File: config.mk
export PLATFORM = sky130hd
export DESIGN_NAME = ks_datapath_p
export DESIGN_NICKNAME = d
export VERILOG_FILES = /design/src/rtl/k_and_s_pkg.sv /design/src/rtl/ks_mul_unit.sv /design/src/rtl/ks_datapath_p.sv
export SDC_FILE = /design/constraint.sdc
export NUM_CORES = 1
export LEC_CHECK = 0
export BUFFER_PORTS_ARGS = -buffer_cell sky130_fd_sc_hd__buf_2
export CAP_MARGIN = 10
export CORE_MARGIN = 2
export CORE_UTILIZATION = 45
export CTS_CLUSTER_SIZE = 8
export DETAILED_ROUTE_END_ITERATION = 8
export PLACE_DENSITY_LB_ADDON = 0.08
export SLEW_MARGIN = 20
export SYNTH_ARGS = -nofsm -noshare
export SYNTH_HDL_FRONTEND = slang
export SYNTH_SLANG_ARGS = --single-unit
File: constraint.sdc
create_clock -name clk -period 6.95 [get_ports clk]
set_input_delay 1.39 -clock clk [delete_from_list [all_inputs] [get_ports clk]]
set_output_delay 1.39 -clock clk [all_outputs]
set_load 0.02 [all_outputs]
File: src/rtl/k_and_s_pkg.sv
// ---------------------------------------------------------------------------
// k_and_s_pkg
// Shared types for the K&S datapath: instruction decode enumeration, ALU
// operation encoding, multiplier FSM states, opcode constants and the
// opcode -> decoded_instruction_type lookup.
// Optional feature macro: KS_MUL_EN (opcode A5 decodes to I_MUL only when set).
// ---------------------------------------------------------------------------
package k_and_s_pkg;

    typedef enum logic [4:0] {
        I_NOP    = 5'd0,
        I_LOAD   = 5'd1,
        I_STORE  = 5'd2,
        I_MOVE   = 5'd3,
        I_ADD    = 5'd4,
        I_SUB    = 5'd5,
        I_AND    = 5'd6,
        I_OR     = 5'd7,
        I_BRANCH = 5'd8,
        I_BZERO  = 5'd9,
        I_BNEG   = 5'd10,
        I_BOV    = 5'd11,
        I_BNOV   = 5'd12,
        I_BNNEG  = 5'd13,
        I_BNZERO = 5'd14,
        I_HALT   = 5'd15,
        I_MUL    = 5'd16
    } decoded_instruction_type;

    typedef enum logic [2:0] {
        ALU_ADD    = 3'b000,
        ALU_AND    = 3'b001,
        ALU_OR     = 3'b010,
        ALU_SUB    = 3'b011,
        ALU_PASS_A = 3'b100,
        ALU_MUL    = 3'b101
    } alu_op_t;

    typedef enum logic [1:0] {
        MUL_IDLE = 2'd0,
        MUL_RUN  = 2'd1,
        MUL_DONE = 2'd2
    } mul_state_t;

    localparam logic [7:0] OP_LOAD   = 8'h81;
    localparam logic [7:0] OP_STORE  = 8'h82;
    localparam logic [7:0] OP_MOVE   = 8'h91;
    localparam logic [7:0] OP_ADD    = 8'hA1;
    localparam logic [7:0] OP_SUB    = 8'hA2;
    localparam logic [7:0] OP_AND    = 8'hA3;
    localparam logic [7:0] OP_OR     = 8'hA4;
    localparam logic [7:0] OP_MUL    = 8'hA5;
    localparam logic [7:0] OP_BRANCH = 8'h01;
    localparam logic [7:0] OP_BZERO  = 8'h02;
    localparam logic [7:0] OP_BNEG   = 8'h03;
    localparam logic [7:0] OP_BOV    = 8'h05;
    localparam logic [7:0] OP_BNOV   = 8'h06;
    localparam logic [7:0] OP_BNNEG  = 8'h0A;
    localparam logic [7:0] OP_BNZERO = 8'h0B;
    localparam logic [7:0] OP_HALT   = 8'hFF;

    function automatic decoded_instruction_type decode_opcode(input logic [7:0] opcode);
        decoded_instruction_type d;
        case (opcode)
            OP_LOAD:   d = I_LOAD;
            OP_STORE:  d = I_STORE;
            OP_MOVE:   d = I_MOVE;
            OP_ADD:    d = I_ADD;
            OP_SUB:    d = I_SUB;
            OP_AND:    d = I_AND;
            OP_OR:     d = I_OR;
`ifdef KS_MUL_EN
            OP_MUL:    d = I_MUL;
`endif
            OP_BRANCH: d = I_BRANCH;
            OP_BZERO:  d = I_BZERO;
            OP_BNEG:   d = I_BNEG;
            OP_BOV:    d = I_BOV;
            OP_BNOV:   d = I_BNOV;
            OP_BNNEG:  d = I_BNNEG;
            OP_BNZERO: d = I_BNZERO;
            OP_HALT:   d = I_HALT;
            default:   d = I_NOP;
        endcase
        return d;
    endfunction

endpackage

File: src/rtl/ks_mul_unit.sv
// ---------------------------------------------------------------------------
// ks_mul_unit
// Iterative unsigned shift-add multiplier, one partial product per cycle.
// Only instantiated when KS_MUL_EN is defined.
//   clk, rst_n : clock / asynchronous active-low reset
//   start      : begin a multiply (ignored unless idle)
//   a, b       : operands, captured on the start edge
//   busy       : high for DATA_W cycles while iterating
//   done       : one-cycle pulse after the last iteration
//   product    : full 2*DATA_W result, held until the next start
// ---------------------------------------------------------------------------
module ks_mul_unit
    import k_and_s_pkg::*;
#(
    parameter int DATA_W = 16
) (
    input  logic                  clk,
    input  logic                  rst_n,
    input  logic                  start,
    input  logic [DATA_W-1:0]     a,
    input  logic [DATA_W-1:0]     b,
    output logic                  busy,
    output logic                  done,
    output logic [2*DATA_W-1:0]   product
);

    localparam int CNT_W = $clog2(DATA_W + 1);

    mul_state_t               state;
    logic [CNT_W-1:0]         cnt;
    logic [2*DATA_W-1:0]      mcand;
    logic [DATA_W-1:0]        mplier;

    always_ff @(posedge clk or negedge rst_n) begin
        if (!rst_n) begin
            state   <= MUL_IDLE;
            cnt     <= '0;
            mcand   <= '0;
            mplier  <= '0;
            product <= '0;
            busy    <= 1'b0;
            done    <= 1'b0;
        end else begin
            case (state)
                MUL_IDLE: begin
                    if (start) begin
                        state   <= MUL_RUN;
                        cnt     <= CNT_W'(DATA_W);
                        mcand   <= {{DATA_W{1'b0}}, a};
                        mplier  <= b;
                        product <= '0;
                        busy    <= 1'b1;
                    end
                end
                MUL_RUN: begin
                    if (mplier[0]) begin
                        product <= product + mcand;
                    end
                    mcand  <= mcand << 1;
                    mplier <= mplier >> 1;
                    cnt    <= cnt - CNT_W'(1);
                    // Last of DATA_W steps: hand over to the one-cycle DONE slot
                    if (cnt == CNT_W'(1)) begin
                        state <= MUL_DONE;
                        busy  <= 1'b0;
                        done  <= 1'b1;
                    end
                end
                MUL_DONE: begin
                    state <= MUL_IDLE;
                    done  <= 1'b0;
                end
                default: begin
                    state <= MUL_IDLE;
                    busy  <= 1'b0;
                    done  <= 1'b0;
                end
            endcase
        end
    end

endmodule

File: src/rtl/ks_datapath_p.sv
// ---------------------------------------------------------------------------
// ks_datapath_p
// Parametrised K&S datapath: register file, ALU, flags, PC, IR and decoder,
// sequenced externally by the K&S control FSM.
// Optional feature macro: KS_MUL_EN adds the iterative multiplier
// (ks_mul_unit) and the A5 MUL opcode; without it operation 101 acts as
// PASS_A and mul_busy/mul_done stay low.
// Ports:
//   clk, rst_n               clock, asynchronous active-low reset
//   branch, pc_enable        PC load (mem field) / increment controls
//   ir_enable                load IR from data_in
//   addr_sel                 ram_addr = PC (1) or IR mem field (0)
//   c_sel                    bus C = data_in (1) or ALU result (0)
//   operation                ALU operation (alu_op_t)
//   write_reg_enable         write bus C into register C
//   flags_reg_enable         load zero/neg/uov/sov flags
//   mul_start/busy/done      multiplier handshake
//   decoded_instruction      decode of the current IR
//   zero_op..signed_overflow flag register outputs
//   ram_addr, data_out       RAM address and store data (bus A)
//   data_in                  RAM read data
// ---------------------------------------------------------------------------
module ks_datapath_p
    import k_and_s_pkg::*;
#(
    parameter int DATA_W = 16,
    parameter int ADDR_W = 5,
    parameter int NREGS  = 4
) (
    input  logic                    clk,
    input  logic                    rst_n,
    input  logic                    branch,
    input  logic                    pc_enable,
    input  logic                    ir_enable,
    input  logic                    addr_sel,
    input  logic                    c_sel,
    input  alu_op_t                 operation,
    input  logic                    write_reg_enable,
    input  logic                    flags_reg_enable,
    input  logic                    mul_start,
    output logic                    mul_busy,
    output logic                    mul_done,
    output decoded_instruction_type decoded_instruction,
    output logic                    zero_op,
    output logic                    neg_op,
    output logic                    unsigned_overflow,
    output logic                    signed_overflow,
    output logic [ADDR_W-1:0]       ram_addr,
    output logic [DATA_W-1:0]       data_out,
    input  logic [DATA_W-1:0]       data_in
);

    localparam int RSEL_W = $clog2(NREGS);

    logic [DATA_W-1:0] regs [NREGS];
    logic [ADDR_W-1:0] pc;
    logic [DATA_W-1:0] ir;

    logic [RSEL_W-1:0] ra, rb, rc;
    logic [ADDR_W-1:0] mem_addr;
    logic [DATA_W-1:0] bus_a, bus_b, bus_c;
    logic [DATA_W-1:0] alu_out;
    logic              alu_uov, alu_sov;
    logic [DATA_W:0]   sum_ext;
    logic [DATA_W:0]   diff_ext;

    // Fields not selected by any instruction are left unread on purpose
    logic unused_ir;
    assign unused_ir = ^ir;

    function automatic logic add_sov(input logic a_msb, input logic b_msb, input logic r_msb);
        return (a_msb == b_msb) && (r_msb != a_msb);
    endfunction

    function automatic logic sub_sov(input logic a_msb, input logic b_msb, input logic r_msb);
        return (a_msb != b_msb) && (r_msb != a_msb);
    endfunction

    // Decode: only fields meaningful to the instruction are passed on
    always_comb begin
        decoded_instruction = decode_opcode(ir[DATA_W-1 -: 8]);
        ra       = '0;
        rb       = '0;
        rc       = '0;
        mem_addr = '0;
        case (decoded_instruction)
            I_LOAD: begin
                rc       = ir[ADDR_W+RSEL_W-1:ADDR_W];
                mem_addr = ir[ADDR_W-1:0];
            end
            I_STORE: begin
                ra       = ir[ADDR_W+RSEL_W-1:ADDR_W];
                mem_addr = ir[ADDR_W-1:0];
            end
            I_MOVE: begin
                ra = ir[RSEL_W-1:0];
                rc = ir[3*RSEL_W-1:2*RSEL_W];
            end
            I_ADD, I_SUB, I_AND, I_OR, I_MUL: begin
                ra = ir[RSEL_W-1:0];
                rb = ir[2*RSEL_W-1:RSEL_W];
                rc = ir[3*RSEL_W-1:2*RSEL_W];
            end
            I_BRANCH, I_BZERO, I_BNEG, I_BOV, I_BNOV, I_BNNEG, I_BNZERO: begin
                mem_addr = ir[ADDR_W-1:0];
            end
            default: ;
        endcase
    end

    assign bus_a    = regs[ra];
    assign bus_b    = regs[rb];
    assign bus_c    = c_sel ? data_in : alu_out;
    assign data_out = bus_a;
    assign ram_addr = addr_sel ? pc : mem_addr;

    assign sum_ext  = {1'b0, bus_a} + {1'b0, bus_b};
    assign diff_ext = {1'b0, bus_a} - {1'b0, bus_b};

`ifdef KS_MUL_EN
    logic                mul_go;
    logic [2*DATA_W-1:0] product;

    assign mul_go = mul_start && (operation == ALU_MUL);

    ks_mul_unit #(.DATA_W(DATA_W)) u_mul (
        .clk     (clk),
        .rst_n   (rst_n),
        .start   (mul_go),
        .a       (bus_a),
        .b       (bus_b),
        .busy    (mul_busy),
        .done    (mul_done),
        .product (product)
    );
`else
    logic unused_mul;
    assign unused_mul = mul_start;
    assign mul_busy   = 1'b0;
    assign mul_done   = 1'b0;
`endif

    always_comb begin
        alu_out = bus_a;
        alu_uov = 1'b0;
        alu_sov = 1'b0;
        case (operation)
            ALU_ADD: begin
                alu_out = sum_ext[DATA_W-1:0];
                alu_uov = sum_ext[DATA_W];
                alu_sov = add_sov(bus_a[DATA_W-1], bus_b[DATA_W-1], sum_ext[DATA_W-1]);
            end
            ALU_SUB: begin
                alu_out = diff_ext[DATA_W-1:0];
                alu_uov = diff_ext[DATA_W];     // borrow out == (A < B) unsigned
                alu_sov = sub_sov(bus_a[DATA_W-1], bus_b[DATA_W-1], diff_ext[DATA_W-1]);
            end
            ALU_AND:    alu_out = bus_a & bus_b;
            ALU_OR:     alu_out = bus_a | bus_b;
            ALU_PASS_A: alu_out = bus_a;
`ifdef KS_MUL_EN
            ALU_MUL: begin
                alu_out = product[DATA_W-1:0];
                alu_uov = |product[2*DATA_W-1:DATA_W];
            end
`endif
            default:    alu_out = bus_a;
        endcase
    end

    always_ff @(posedge clk or negedge rst_n) begin
        if (!rst_n) begin
            for (int i = 0; i < NREGS; i++) begin
                regs[i] <= '0;
            end
        end else if (write_reg_enable) begin
            regs[rc] <= bus_c;
        end
    end

    always_ff @(posedge clk or negedge rst_n) begin
        if (!rst_n) begin
            zero_op           <= 1'b0;
            neg_op            <= 1'b0;
            unsigned_overflow <= 1'b0;
            signed_overflow   <= 1'b0;
        end else if (flags_reg_enable) begin
            zero_op           <= (alu_out == '0);
            neg_op            <= alu_out[DATA_W-1];
            unsigned_overflow <= alu_uov;
            signed_overflow   <= alu_sov;
        end
    end

    always_ff @(posedge clk or negedge rst_n) begin
        if (!rst_n) begin
            pc <= '0;
            ir <= '0;
        end else begin
            if (pc_enable) begin
                pc <= branch ? mem_addr : pc + ADDR_W'(1);
            end
            if (ir_enable) begin
                ir <= data_in;
            end
        end
    end

endmodule

=== Word level (Yosys, flattened, before mapping) ===
Index checks and enable logic that the tools add are counted.

* Bits in registers: 89
* Input port bits: 29
* Output and inout port bits: 32
* Word-level logic and storage cells: 87

* Add/sub/neg operators: 3
* $lt $le $gt $ge: 4
* Equal/unequal tests: 37
* Muxes and demuxes: 20
* Bitwise gates (word level): 5
* Reduce and logical (&&, ||, !) cells: 8

{| class="wikitable"
|+ Operator list
! cell !! count
|-
| 2-to-1 mux 16 bit || 6
|-
| binary-select mux 16 bit (select 2 bit) || 2
|-
| bitwise mux 64 bit || 1
|-
| == test 8 bit (second input constant) || 8
|-
| one-hot mux 16 bit (4 select lines) || 1
|-
| one-hot mux 4 bit (15 select lines) || 1
|-
| == test 5 x 4 -> 1 bit (second input constant) || 7
|-
| demux 16 bit (select 2 bit) || 1
|-
| == test 5 x 3 -> 1 bit (second input constant) || 4
|-
| adder 16 x 16 -> 17 bit || 1
|-
| subtractor 16 x 16 -> 17 bit || 1
|-
| bitwise AND 16 bit || 1
|-
| == test 8 x 2 -> 1 bit (second input constant) || 2
|-
| == test 8 x 3 -> 1 bit (second input constant) || 2
|-
| == test 8 x 4 -> 1 bit (second input constant) || 2
|-
| zero test 16 bit || 1
|-
| OR 16 bit || 1
|-
| 2-to-1 mux 5 bit || 3
|-
| == test 5 x 2 -> 1 bit (second input constant) || 2
|-
| >= comparator 3 bit (second input constant) || 3
|-
| NOT 2 -> 3 bit || 3
|-
| OR reduction 9 bit || 1
|-
| == test 8 x 1 -> 1 bit (second input constant) || 1
|-
| one-hot mux 2 bit (2 select lines) || 2
|-
| other kinds (14) || 20
|}

=== Depth between registers and ports, before layout ===
Gate-level depths: netlist of run 1.

* Word-level depth: 13
* Mapped depth: 24
* Mapped depth without buffers: 20

=== Worst setup path before layout of run 1 ===
No wires, ideal clock.

* Kind: register to register
* Start point: reg ir[12]
* End point: reg regs[15] (netlist bit)
* Library setup time: 0.065 ns
* Arrival time: 4.984 ns
* Required time: 6.885 ns
* Slack: 1.902 ns
* Stages on the path, launching flop included: 22
* Buffers on the path: 3
* Period minus slack after synthesis: 5.048 ns
* Cell sequence: dfrtp_1 nand4bb_4 nor4b_1 buf_2 a21boi_1 and2_1 buf_6 mux2i_1 mux2i_1 inv_1 ha_1 clkbuf_1 inv_1 o221ai_1 a221oi_1 a2111oi_0 o41ai_1 xnor2_1 nand2_1 a22o_1 o21ai_1 mux2_2

* Word-level cells in the longest chain between the ends: 13
* Elaborated cells between the ends (all ways): 50
* Those cells by class: add/sub (2); order compare (2); eq/ne (23); mux (15); bitwise (5); reduce/logical (3)

{| class="wikitable"
|+ Ends and longest elaborated chain
! element !! RTL line !! RTL
|-
| from (decl) || ks_datapath_p.sv:57 || <nowiki>logic [DATA_W-1:0] ir;</nowiki>
|-
| from (signal assigned) || ks_datapath_p.sv:204 || <nowiki>ir <= data_in;</nowiki>
|-
| == test 8 bit (tied with other cells) || k_and_s_pkg.sv:64 || <nowiki>case (opcode)</nowiki>
|-
| one-hot mux 4 bit (15 select lines) (*) || k_and_s_pkg.sv:64 ||
|-
| == test 5 x 3 -> 1 bit (tied with other cells) || ks_datapath_p.sv:86 || <nowiki>case (decoded_instruction)</nowiki>
|-
| OR reduction 6 bit (no line) || -- ||
|-
| one-hot mux 2 bit (2 select lines) (*) || ks_datapath_p.sv:86 ||
|-
| NOT 2 -> 3 bit (not written as such) (*) || ks_datapath_p.sv:111 || <nowiki>assign bus_a = regs[ra];</nowiki>
|-
| binary-select mux 16 bit (select 2 bit) (*) || ks_datapath_p.sv:111 ||
|-
| 2-to-1 mux 16 bit (not written as such) (*) (2 in series) || ks_datapath_p.sv:111 ||
|-
| named net data_out[2] || ks_datapath_p.sv:49 || <nowiki>output logic [DATA_W-1:0] data_out,</nowiki>
|-
| subtractor 16 x 16 -> 17 bit or adder 16 x 16 -> 17 bit (tied branches) || ks_datapath_p.sv:118, ks_datapath_p.sv:117 ||
|-
| one-hot mux 16 bit (4 select lines) (*) || ks_datapath_p.sv:147 || <nowiki>case (operation)</nowiki>
|-
| 2-to-1 mux 16 bit (*) || ks_datapath_p.sv:113 || <nowiki>assign bus_c = c_sel ? data_in : alu_out;</nowiki>
|-
| bitwise mux 64 bit (*) || ks_datapath_p.sv:177 || <nowiki>regs[rc] <= bus_c;</nowiki>
|-
| to (signal, indexed assignment) || ks_datapath_p.sv:177 ||
|-
| to (decl) || ks_datapath_p.sv:55 || <nowiki>logic [DATA_W-1:0] regs [NREGS];</nowiki>
|}

The timed path passes the listed nets; every way through them passes the cells marked *. The select of a mux whose other input is x is not followed.
A chain may end at the register's enable or synchronous reset.

=== Worst setup path in the final report of run 1 ===
* Start point: reg ir[10]
* End point: reg zero_op

* Word-level cells in the longest chain between the ends: 12
* Elaborated cells between the ends (all ways): 41
* Those cells by class: add/sub (2); eq/ne (22); mux (10); bitwise (4); reduce/logical (3)

{| class="wikitable"
|+ Ends and longest elaborated chain
! element !! RTL line !! RTL
|-
| == test 8 bit (tied with other cells) || k_and_s_pkg.sv:64 ||
|-
| one-hot mux 4 bit (15 select lines) (*) || k_and_s_pkg.sv:64 ||
|-
| == test 5 x 3 -> 1 bit (tied with other cells) || ks_datapath_p.sv:86 ||
|-
| OR reduction 6 bit (no line) or OR reduction 5 bit (tied branches) || -- ||
|-
| one-hot mux 2 bit (2 select lines) or 2-to-1 mux 2 bit (tied branches) || ks_datapath_p.sv:86 ||
|-
| NOT 2 -> 3 bit (on tied branches) || ks_datapath_p.sv:111, ks_datapath_p.sv:112 ||
|-
| binary-select mux 16 bit (select 2 bit) (on tied branches) || ks_datapath_p.sv:111, ks_datapath_p.sv:112 ||
|-
| 2-to-1 mux 16 bit (on tied branches) (2 in series) || ks_datapath_p.sv:111, ks_datapath_p.sv:112 ||
|-
| subtractor 16 x 16 -> 17 bit (tied with other cells) || ks_datapath_p.sv:118 || <nowiki>assign diff_ext = {1'b0, bus_a} - {1'b0, bus_b};</nowiki>
|-
| one-hot mux 16 bit (4 select lines) (*) || ks_datapath_p.sv:147 ||
|-
| zero test 16 bit (*) || ks_datapath_p.sv:188 || <nowiki>zero_op <= (alu_out == '0);</nowiki>
|-
| to (signal assigned) || ks_datapath_p.sv:188 ||
|-
| to (decl) || ks_datapath_p.sv:44 || <nowiki>output logic zero_op,</nowiki>
|}

Every way passes the cells marked *; elsewhere a longest branch is shown, timed or not. The select of a mux whose other input is x is not followed.

==> impl_metrics.ini, run 1 <==
[status]
status = complete, no violations

[timing]
whs_ns = 0.507
tightest_slew_ns = 1.10
tns_ns = 0
fmaxAchievable_mhz = 162
final_hold_viol_count = 0
setup_viol = 0
fin_crit_ns = 6.19
finalWorstSetupSlack_ns = 0.762
fin_skew_ns = 0.00931
slew_headroom = 0.258
rsz0062_at_grt = false
fin_crit_sh = 0.890
drv_slew = 0

[route]
met3_length_um = 1210
wl_per_cell_um = 19.8
firstDrtPassIters = 5
via_count = 7122
ant_nets = 0
drc = 0
met1_length_um = 11000
top_layer = met4
wl_um = 23700
wl_met2_um = 10900
drt-initial-drc-count = 616
via_per_inst = 5.94

[synth]
synth_seq_cells = 88
syn_area_um2 = 7490
synth-seq-area-share = 0.294
ys.flop_type = dfrtp_1
synth.top_cell.area_share = 0.294
yosysMostFrequentCell = nand2_1
synthArstFlopShare = 1.00
ys_types = 77
synth.top_cells.by_area = dfrtp_1 29%, ha_1 8.9%, nand2_1 8.2%
ys_top_cells_by_count = 164 x nand2_1, 88 x dfrtp_1, 77 x o21ai_0
avgSynthCellArea_um2 = 7.94
synth.largest_area_cell = dfrtp_1
synth_cells = 944
yosysWarnings = 0
synth-edff-count = 0

[clocking]
clk_pin_slew_ns = 0.07
cts_resized = 0
cts_hold_buf = 0
cts.htree.levels = 3
cts_tree = done
clkSinkCount = 88
clock_latency_ns = 0.36
cts_buffers = 9
post-cts-setup-buffer-count = 0
clockRootBuffer = clkbuf_16
clockBufferDepth = 2

[die]
initial_core_util = 0.457
die_w_um = 133
core-area_um2 = 16400
num_rows = 47
pin_count = 61
die-area_um2 = 17700
die_h_um = 133

[setup_path]
startpoint_type = flop
critPathRequiredTime_ns = 7.22
crit_fanout = 16
worst_setup_path_end_kind = flop
worst_ep_arrival_time_ns = 6.46
critPathKind = flop to flop

[layout]
final_cell_area_um2 = 8270
nets = 1057
synthToLayoutAreaGrowth_pct = 10.4
drive_above_1_share = 0.145
num_antenna_cells = 0
layout.core_utilization = 0.504
fin_cells = 1198

[global_route]
grt_max_degree = 46
grt_pass1_vias = 6710
grt_overflow = 0
antenna_found_initial = 0
grt_usage = 0.276
grt_pass1_wl_um = 38000

[placed_design]
dp_slack_ns = 0.909
dpl.hpwl_um = 17600
place_area_um2 = 7930
portBuffers = 56
place_congestion = 0.929
dp.cells = 1181

[pwr]
vdd_drop_max_v = 0.000132
power.total_mw = 2.24
p_leak_nw = 3.81
powerDensity_nw_per_um2 = 270

[flow_run]
maxCapViolations = 0

[hold_path]
hold_class = flop to flop
==> flip-flops by register name, summed over array words and instances (netlist names) <==
name,count
ir,15
neg_op,1
pc,5
regs,64
signed_overflow,1
unsigned_overflow,1
zero_op,1
==> area by class of cell <==
class,count,area [um^2]
timing repair buffer,73,430
fill,1654,8140
inverter,58,218
clock inverter,7,78.8
multi-input combinational,743,4840
sequential,88,2200
tap,220,275
clock buffer,9,225
==> critical path: stages, from the launching register on <==
cell and delay [ns]:
dfrtp_1 0.54, nor4_1 0.55, nand4_1 0.31, a21boi_1 0.25, and2_1 0.42, mux2i_1 0.31
nand2_1 0.08, nand2_1 0.15, inv_1 0.08, ha_1 0.26, fa_1 0.44, a21o_1 0.23
a221oi_1 0.41, nor2b_1 0.28, o32a_1 0.18, a22oi_1 0.06, a211oi_1 0.37, o311ai_1 0.24
nor4b_2 0.50, nand4_1 0.22, o32ai_2 0.22
==> cell families (layout without fill, tap and decap cells) <==
kind of cell | Yosys count | count (layout) | share of synthesized area
and+or+nand+nor | 311 | 311 | 0.188
buffers and inverters | 115 | 147 | 0.0620
other | 1 | 3 | 0.000501
DFF | 88 | 88 | 0.294
muxes | 63 | 63 | 0.0917
xor gates and xnor gates | 10 | 10 | 0.0117
adders and majority gates | 55 | 55 | 0.0939
AOI/OAI and AO/OA | 301 | 301 | 0.258
==> cell usage in the layout, fill, tap and decap left out, types with 9 or more instances in the layout <==
cell type	instances
and2_1	9
ha_1	53
a221o_1	24
buf_2	55
clkbuf_16	9
o21ai_0	77
dfrtp_1	88
a31oi_1	15
inv_1	56
nor2_1	55
a211oi_1	11
nand3_1	21
a21oi_1	67
nand2_1	164
buf_4	17
mux2i_1	29
mux2_2	32
nor3_1	12
o21ai_1	33
==> metal layers <==
layer,vias up,global-route usage
met2,217,0.432
met4,0,0.0944
met1,3427,0.395
met3,35,0.0364
met5,-,0
li1,3443,-
==> path summary, 6_finish.rpt <==
path                                      startpoint                   end  slack, ns  depth (start not counted)
worst max-delay path              ir[10]$_DFFE_PN0P_   zero_op$_DFFE_PN0P_       0.76                         20
worst min-delay path            regs[23]$_DFFE_PN0P_  regs[23]$_DFFE_PN0P_       0.51                          2
worst max register to register    ir[10]$_DFFE_PN0P_   zero_op$_DFFE_PN0P_       0.76                         20
worst min register to register  regs[23]$_DFFE_PN0P_  regs[23]$_DFFE_PN0P_       0.51                          2
max in group asynchronous                      rst_n  regs[36]$_DFFE_PN0P_       4.93                          2
min in group asynchronous                      rst_n  regs[39]$_DFFE_PN0P_       1.02                          1
==> where the power goes <==
part | leakage [nW] | switching, mW | internal, mW
clock | 0.144 | 0.226 | 0.283
sequential | 1.14 | 0.0822 | 0.594
combinational | 2.52 | 0.645 | 0.405
Power figures use the tool's default switching activity.
==> inputs of run 2 (changes only) <==
- CELL_PAD_IN_SITES_DETAIL_PLACEMENT: default -> 1
- CELL_PAD_IN_SITES_GLOBAL_PLACEMENT: default -> 1
- SKIP_LAST_GASP: default -> 1
==> impl_metrics.ini, run 2 (synthesis results as in run 1) <==
[route]
firstDrtPassIters = 5
via_per_inst = 6.27
wl_per_cell_um = 22.9
via_count = 7516
drc = 0
drt-initial-drc-count = 621
wl_um = 27400
ant_nets = 0

[die]
initial_core_util = 0.457
die-area_um2 = 17700
die_h_um = 133
core-area_um2 = 16400
die_w_um = 133
pin_count = 61
num_rows = 47

[timing]
fin_crit_sh = 0.950
slew_headroom = 0.325
tns_ns = 0
whs_ns = 0.516
tightest_slew_ns = 1.00
fin_skew_ns = 0.00768
drv_slew = 0
fmaxAchievable_mhz = 151
final_hold_viol_count = 0
setup_viol = 0
fin_crit_ns = 6.60

[setup_path]
worst_ep_arrival_time_ns = 6.90
critPathKind = flop to flop
critPathRequiredTime_ns = 7.25
startpoint_type = flop
worst_setup_path_end_kind = flop
crit_fanout = 15

[layout]
top_register = regs
drive_above_1_share = 0.146
layout_commonest_cell = nand2_1
largest_register_ffs = 64
num_antenna_cells = 0
nets = 1057
largest_registers = regs x64, ir x15, pc x5
synthToLayoutAreaGrowth_pct = 10.2
layout_common_cells = 164 x nand2_1, 88 x dfrtp_1, 77 x o21ai_0

[pwr]
power.total_mw = 2.30
powerDensity_nw_per_um2 = 279
internal_power_mw = 1.29
p_seq_frac = 0.295
combinationalPowerShare = 0.482
switchingPower_mw = 1.01
vdd_drop_max_v = 0.000173
p_leak_nw = 3.81
clkPwrFrac = 0.224
power.share.switching = 0.441

[clocking]
clk_pin_slew_ns = 0.07
cts_resized = 0
clockRootBuffer = clkbuf_16
clockBufferDepth = 2
cts.htree.levels = 3
clock_latency_ns = 0.36
post-cts-setup-buffer-count = 0
cts_tree = done
cts_buffers = 9
cts_hold_buf = 0
clkSinkCount = 88

[global_route]
grt_usage = 0.316
grt_pass1_wl_um = 43200
grt_pass1_vias = 7712
grt_max_degree = 74
antenna_found_initial = 0
grt_overflow = 0

[placed_design]
place_congestion = 0.967
portBuffers = 56
dpl.hpwl_um = 20400

[status]
status = complete, no violations

[hold_path]
hold_class = flop to flop

[flow_run]
maxCapViolations = 0
-- run 2: cell types whose count changed in the layout (fill, tap and decap cells not counted), sizes merged --
cell      before  now
clkinv         1    3
inv           61   60
clkinvlp       2    1
-- run 2: power groups by stage --
stage / combinational, mW / sequential (mW) / clock (mW)
after floorplan: 0.777 / 0.658 / 0
after global placement: 1.04 / 0.673 / 0
after detailed placement: 1.08 / 0.683 / 0
after CTS: 1.09 / 0.674 / 0.524
after global routing: 1.22 / 0.689 / 0.545
final: 1.11 / 0.678 / 0.514
-- run 2: area by class of cell --
cell class | instances | area [um^2]
inverters | 58 | 218
clock buffers | 9 | 225
well taps | 220 | 275
flip-flops and latches | 88 | 2200
clock inverters | 7 | 80.1
multi-input cells | 743 | 4850
repair buffers | 73 | 410
fillers | 2010 | 8150
-- run 2: path summary, 6_finish.rpt --
kind	to	slack, ns	depth (start not counted)	start
worst max-delay path	regs[31]$_DFFE_PN0P_	0.35	18	ir[11]$_DFFE_PN0P_
worst min register to register	regs[42]$_DFFE_PN0P_	0.52	2	regs[42]$_DFFE_PN0P_
worst min-delay path	regs[42]$_DFFE_PN0P_	0.52	2	regs[42]$_DFFE_PN0P_
min in group asynchronous	regs[23]$_DFFE_PN0P_	0.88	1	rst_n
max in group asynchronous	zero_op$_DFFE_PN0P_	4.84	2	rst_n
worst max register to register	regs[31]$_DFFE_PN0P_	0.35	18	ir[11]$_DFFE_PN0P_
-- run 2: critical path, cell delays in order, from the launching register on --
cell	delay, ns
dfrtp_1	0.56
nor4_1	0.79
and4_1	0.33
a21oi_1	0.08
nand2_1	0.37
buf_4	0.35
mux2_2	0.40
o21ai_0	0.28
ha_1	0.30
inv_2	0.10
a2111oi_0	0.55
a221oi_2	0.21
a2111oi_0	0.87
o41ai_1	0.27
xnor2_1	0.20
nand2_1	0.08
a22o_1	0.27
o21ai_1	0.28
mux2_2	0.22
-- run 2: per-layer routing --
layer / wire length [um] / GRT usage / up-vias
li1: - / - / 3447
met1: 12000 / 0.417 / 3765
met2: 12900 / 0.504 / 243
met3: 1580 / 0.0628 / 61
met4: 1030 / 0.140 / 0
met5: 0 / 0 / -
-- run 2: stage by stage --
stage	std cells	instance area, um^2	util	setup slack [ns]
floorplan	946	7500	-	1.90
global placement	1182	7940	0.484	0.686
detailed placement	1182	7950	0.484	0.491
CTS	1198	8250	0.503	0.439
global route	1198	8260	0.503	-0.0594
finish	1198	8260	0.503	0.348
==> inputs of run 3 (changes only) <==
- CELL_PAD_IN_SITES_DETAIL_PLACEMENT: 1 -> 0
- clock period: 6.95 -> 6.9 ns (I/O delays scaled with it)
==> impl_metrics.ini, run 3 (synthesis results as in run 1) <==
[status]
status = complete, no violations

[timing]
drv_slew = 0
fin_crit_sh = 0.923
fin_crit_ns = 6.37
rsz0062_at_grt = false
slew_headroom = 0.304
setup_viol = 0
fin_skew_ns = 0.0101
finalWorstSetupSlack_ns = 0.534
fmaxAchievable_mhz = 157
final_hold_viol_count = 0
tightest_slew_ns = 1.02
tns_ns = 0

[global_route]
grt_pass1_vias = 6946
antenna_found_initial = 0
grt_overflow = 0
grt_usage = 0.289
grt_pass1_wl_um = 39500
grt_max_degree = 77

[layout]
synthToLayoutAreaGrowth_pct = 10.8
drive_above_1_share = 0.148
num_antenna_cells = 0
nets = 1055
largest_register_ffs = 64
layout_commonest_cell = nand2_1
top_register = regs
largest_registers = regs x64, ir x15, pc x5
layout_common_cells = 162 x nand2_1, 88 x dfrtp_1, 77 x o21ai_0
layout.core_utilization = 0.506
final_cell_area_um2 = 8300

[setup_path]
crit_fanout = 18
critPathRequiredTime_ns = 7.16
cpMostUsedCell = o21ai_1
worst_path_max_delay_cell = a2111oi_0
cp.depth = 19
timing.rr.start = ir[8]$_DFFE_PN0P_
critPathKind = flop to flop
rr_endpoint = zero_op$_DFFE_PN0P_
crit_family = compound AO/OA/AOI/OAI gates
startpoint_type = flop
reg2regPathDepth = 19
crit_chain = o21ai_0 -> nor4b_2 -> buf_4 -> a21boi_1 -> and2_1 -> mux2i_1 -> mux2i_1 -> inv_1 -> ha_1 -> o21ai_1 -> o21ai_1 -> a2111oi_0 -> nor2_1 -> a221o_1 -> o21ai_1 -> o221ai_2 -> nor4b_2 -> nand4_1 -> o32ai_2
critPathBufInv = 2
cpPeakStageDelay_ns = 0.70
r2r_setup_slack_ns = 0.53
worst_ep_arrival_time_ns = 6.62
worst_setup_path_end_kind = flop

[clocking]
cts_hold_buf = 0
clock_latency_ns = 0.35
clockBufferDepth = 2
cts_tree = done
cts_resized = 0
cts_buffers = 9
clk_pin_slew_ns = 0.07
clockRootBuffer = clkbuf_16
post-cts-setup-buffer-count = 0
clkSinkCount = 88
cts.htree.levels = 3

[die]
die-area_um2 = 17700
num_rows = 47
die_h_um = 133
die_w_um = 133
initial_core_util = 0.457
core-area_um2 = 16400
pin_count = 61

[route]
ant_nets = 0
drc = 0
wl_um = 25400
firstDrtPassIters = 5
wl_per_cell_um = 21.3
via_count = 7307
via_per_inst = 6.11
drt-initial-drc-count = 587

[placed_design]
dp_slack_ns = 0.553
dpl.hpwl_um = 18900
portBuffers = 56
place_area_um2 = 7930
place_congestion = 0.924

[pwr]
vdd_drop_max_v = 0.000142
p_leak_nw = 3.82
powerDensity_nw_per_um2 = 279
power.total_mw = 2.32

[hold_path]
hold_start = regs[37]$_DFFE_PN0P_
whs_endpoint = regs[37]$_DFFE_PN0P_
hold_depth = 2
hold_class = flop to flop

[flow_run]
maxCapViolations = 0
[run 3: layout make-up]
| cell class | count | area [um^2] |
|---|---|---|
| Tap cell | 220 | 275 |
| Inverter | 58 | 218 |
| Clock inverter | 5 | 87.6 |
| Clock buffer | 11 | 243 |
| Fill cell | 1610 | 8100 |
| Timing Repair Buffer | 71 | 415 |
| Multi-Input combinational cell | 743 | 4860 |
| Sequential cell | 88 | 2200 |
[run 3: where the power goes]
part           total (mW)  internal, mW  switching, mW  leakage [nW]
registers           0.679         0.598         0.0812          1.14
clock network       0.552         0.332          0.220         0.158
logic                1.09         0.410          0.679          2.52
[run 3: worst max-delay path by stage]
stage	start	to	slack, ns
after floorplan	ir[12]$_DFFE_PN0P_	regs[15]$_DFFE_PN0P_	1.85
after global placement	ir[11]$_DFFE_PN0P_	zero_op$_DFFE_PN0P_	0.65
after detailed placement	ir[12]$_DFFE_PN0P_	regs[30]$_DFFE_PN0P_	0.55
after CTS	ir[12]$_DFFE_PN0P_	regs[30]$_DFFE_PN0P_	0.52
after global routing	ir[8]$_DFFE_PN0P_	regs[63]$_DFFE_PN0P_	0.008
final	ir[8]$_DFFE_PN0P_	zero_op$_DFFE_PN0P_	0.53
[run 3: per-stage QoR]
step	cells	hold slack, ns
finish	1196	0.511
global route	1196	0.541
CTS	1195	0.513
detailed placement	1179	0.497
global placement	1179	0.481
floorplan	946	0.463
[run 3: worst reg2reg max path: stages, from the launching register on]
cell and delay, ns:
dfrtp_1 0.68, o21ai_0 0.14, nor4b_2 0.19, buf_4 0.20, a21boi_1 0.28, and2_1 0.66, mux2i_1 0.18, mux2i_1 0.46
inv_1 0.09, ha_1 0.41, o21ai_1 0.24, o21ai_1 0.16, a2111oi_0 0.71, nor2_1 0.14, a221o_1 0.37, o21ai_1 0.28
o221ai_2 0.21, nor4b_2 0.46, nand4_1 0.18, o32ai_2 0.21
[run 3: routing by layer]
metal,vias to the layer above,part of all wire,wire length (um),global-route usage
li1,3439,-,-,-
met1,3558,0.45,11500,0.398
met2,270,0.45,11500,0.447
met3,40,0.070,1780,0.0709
met4,0,0.024,609,0.0932
met5,-,0,0,0
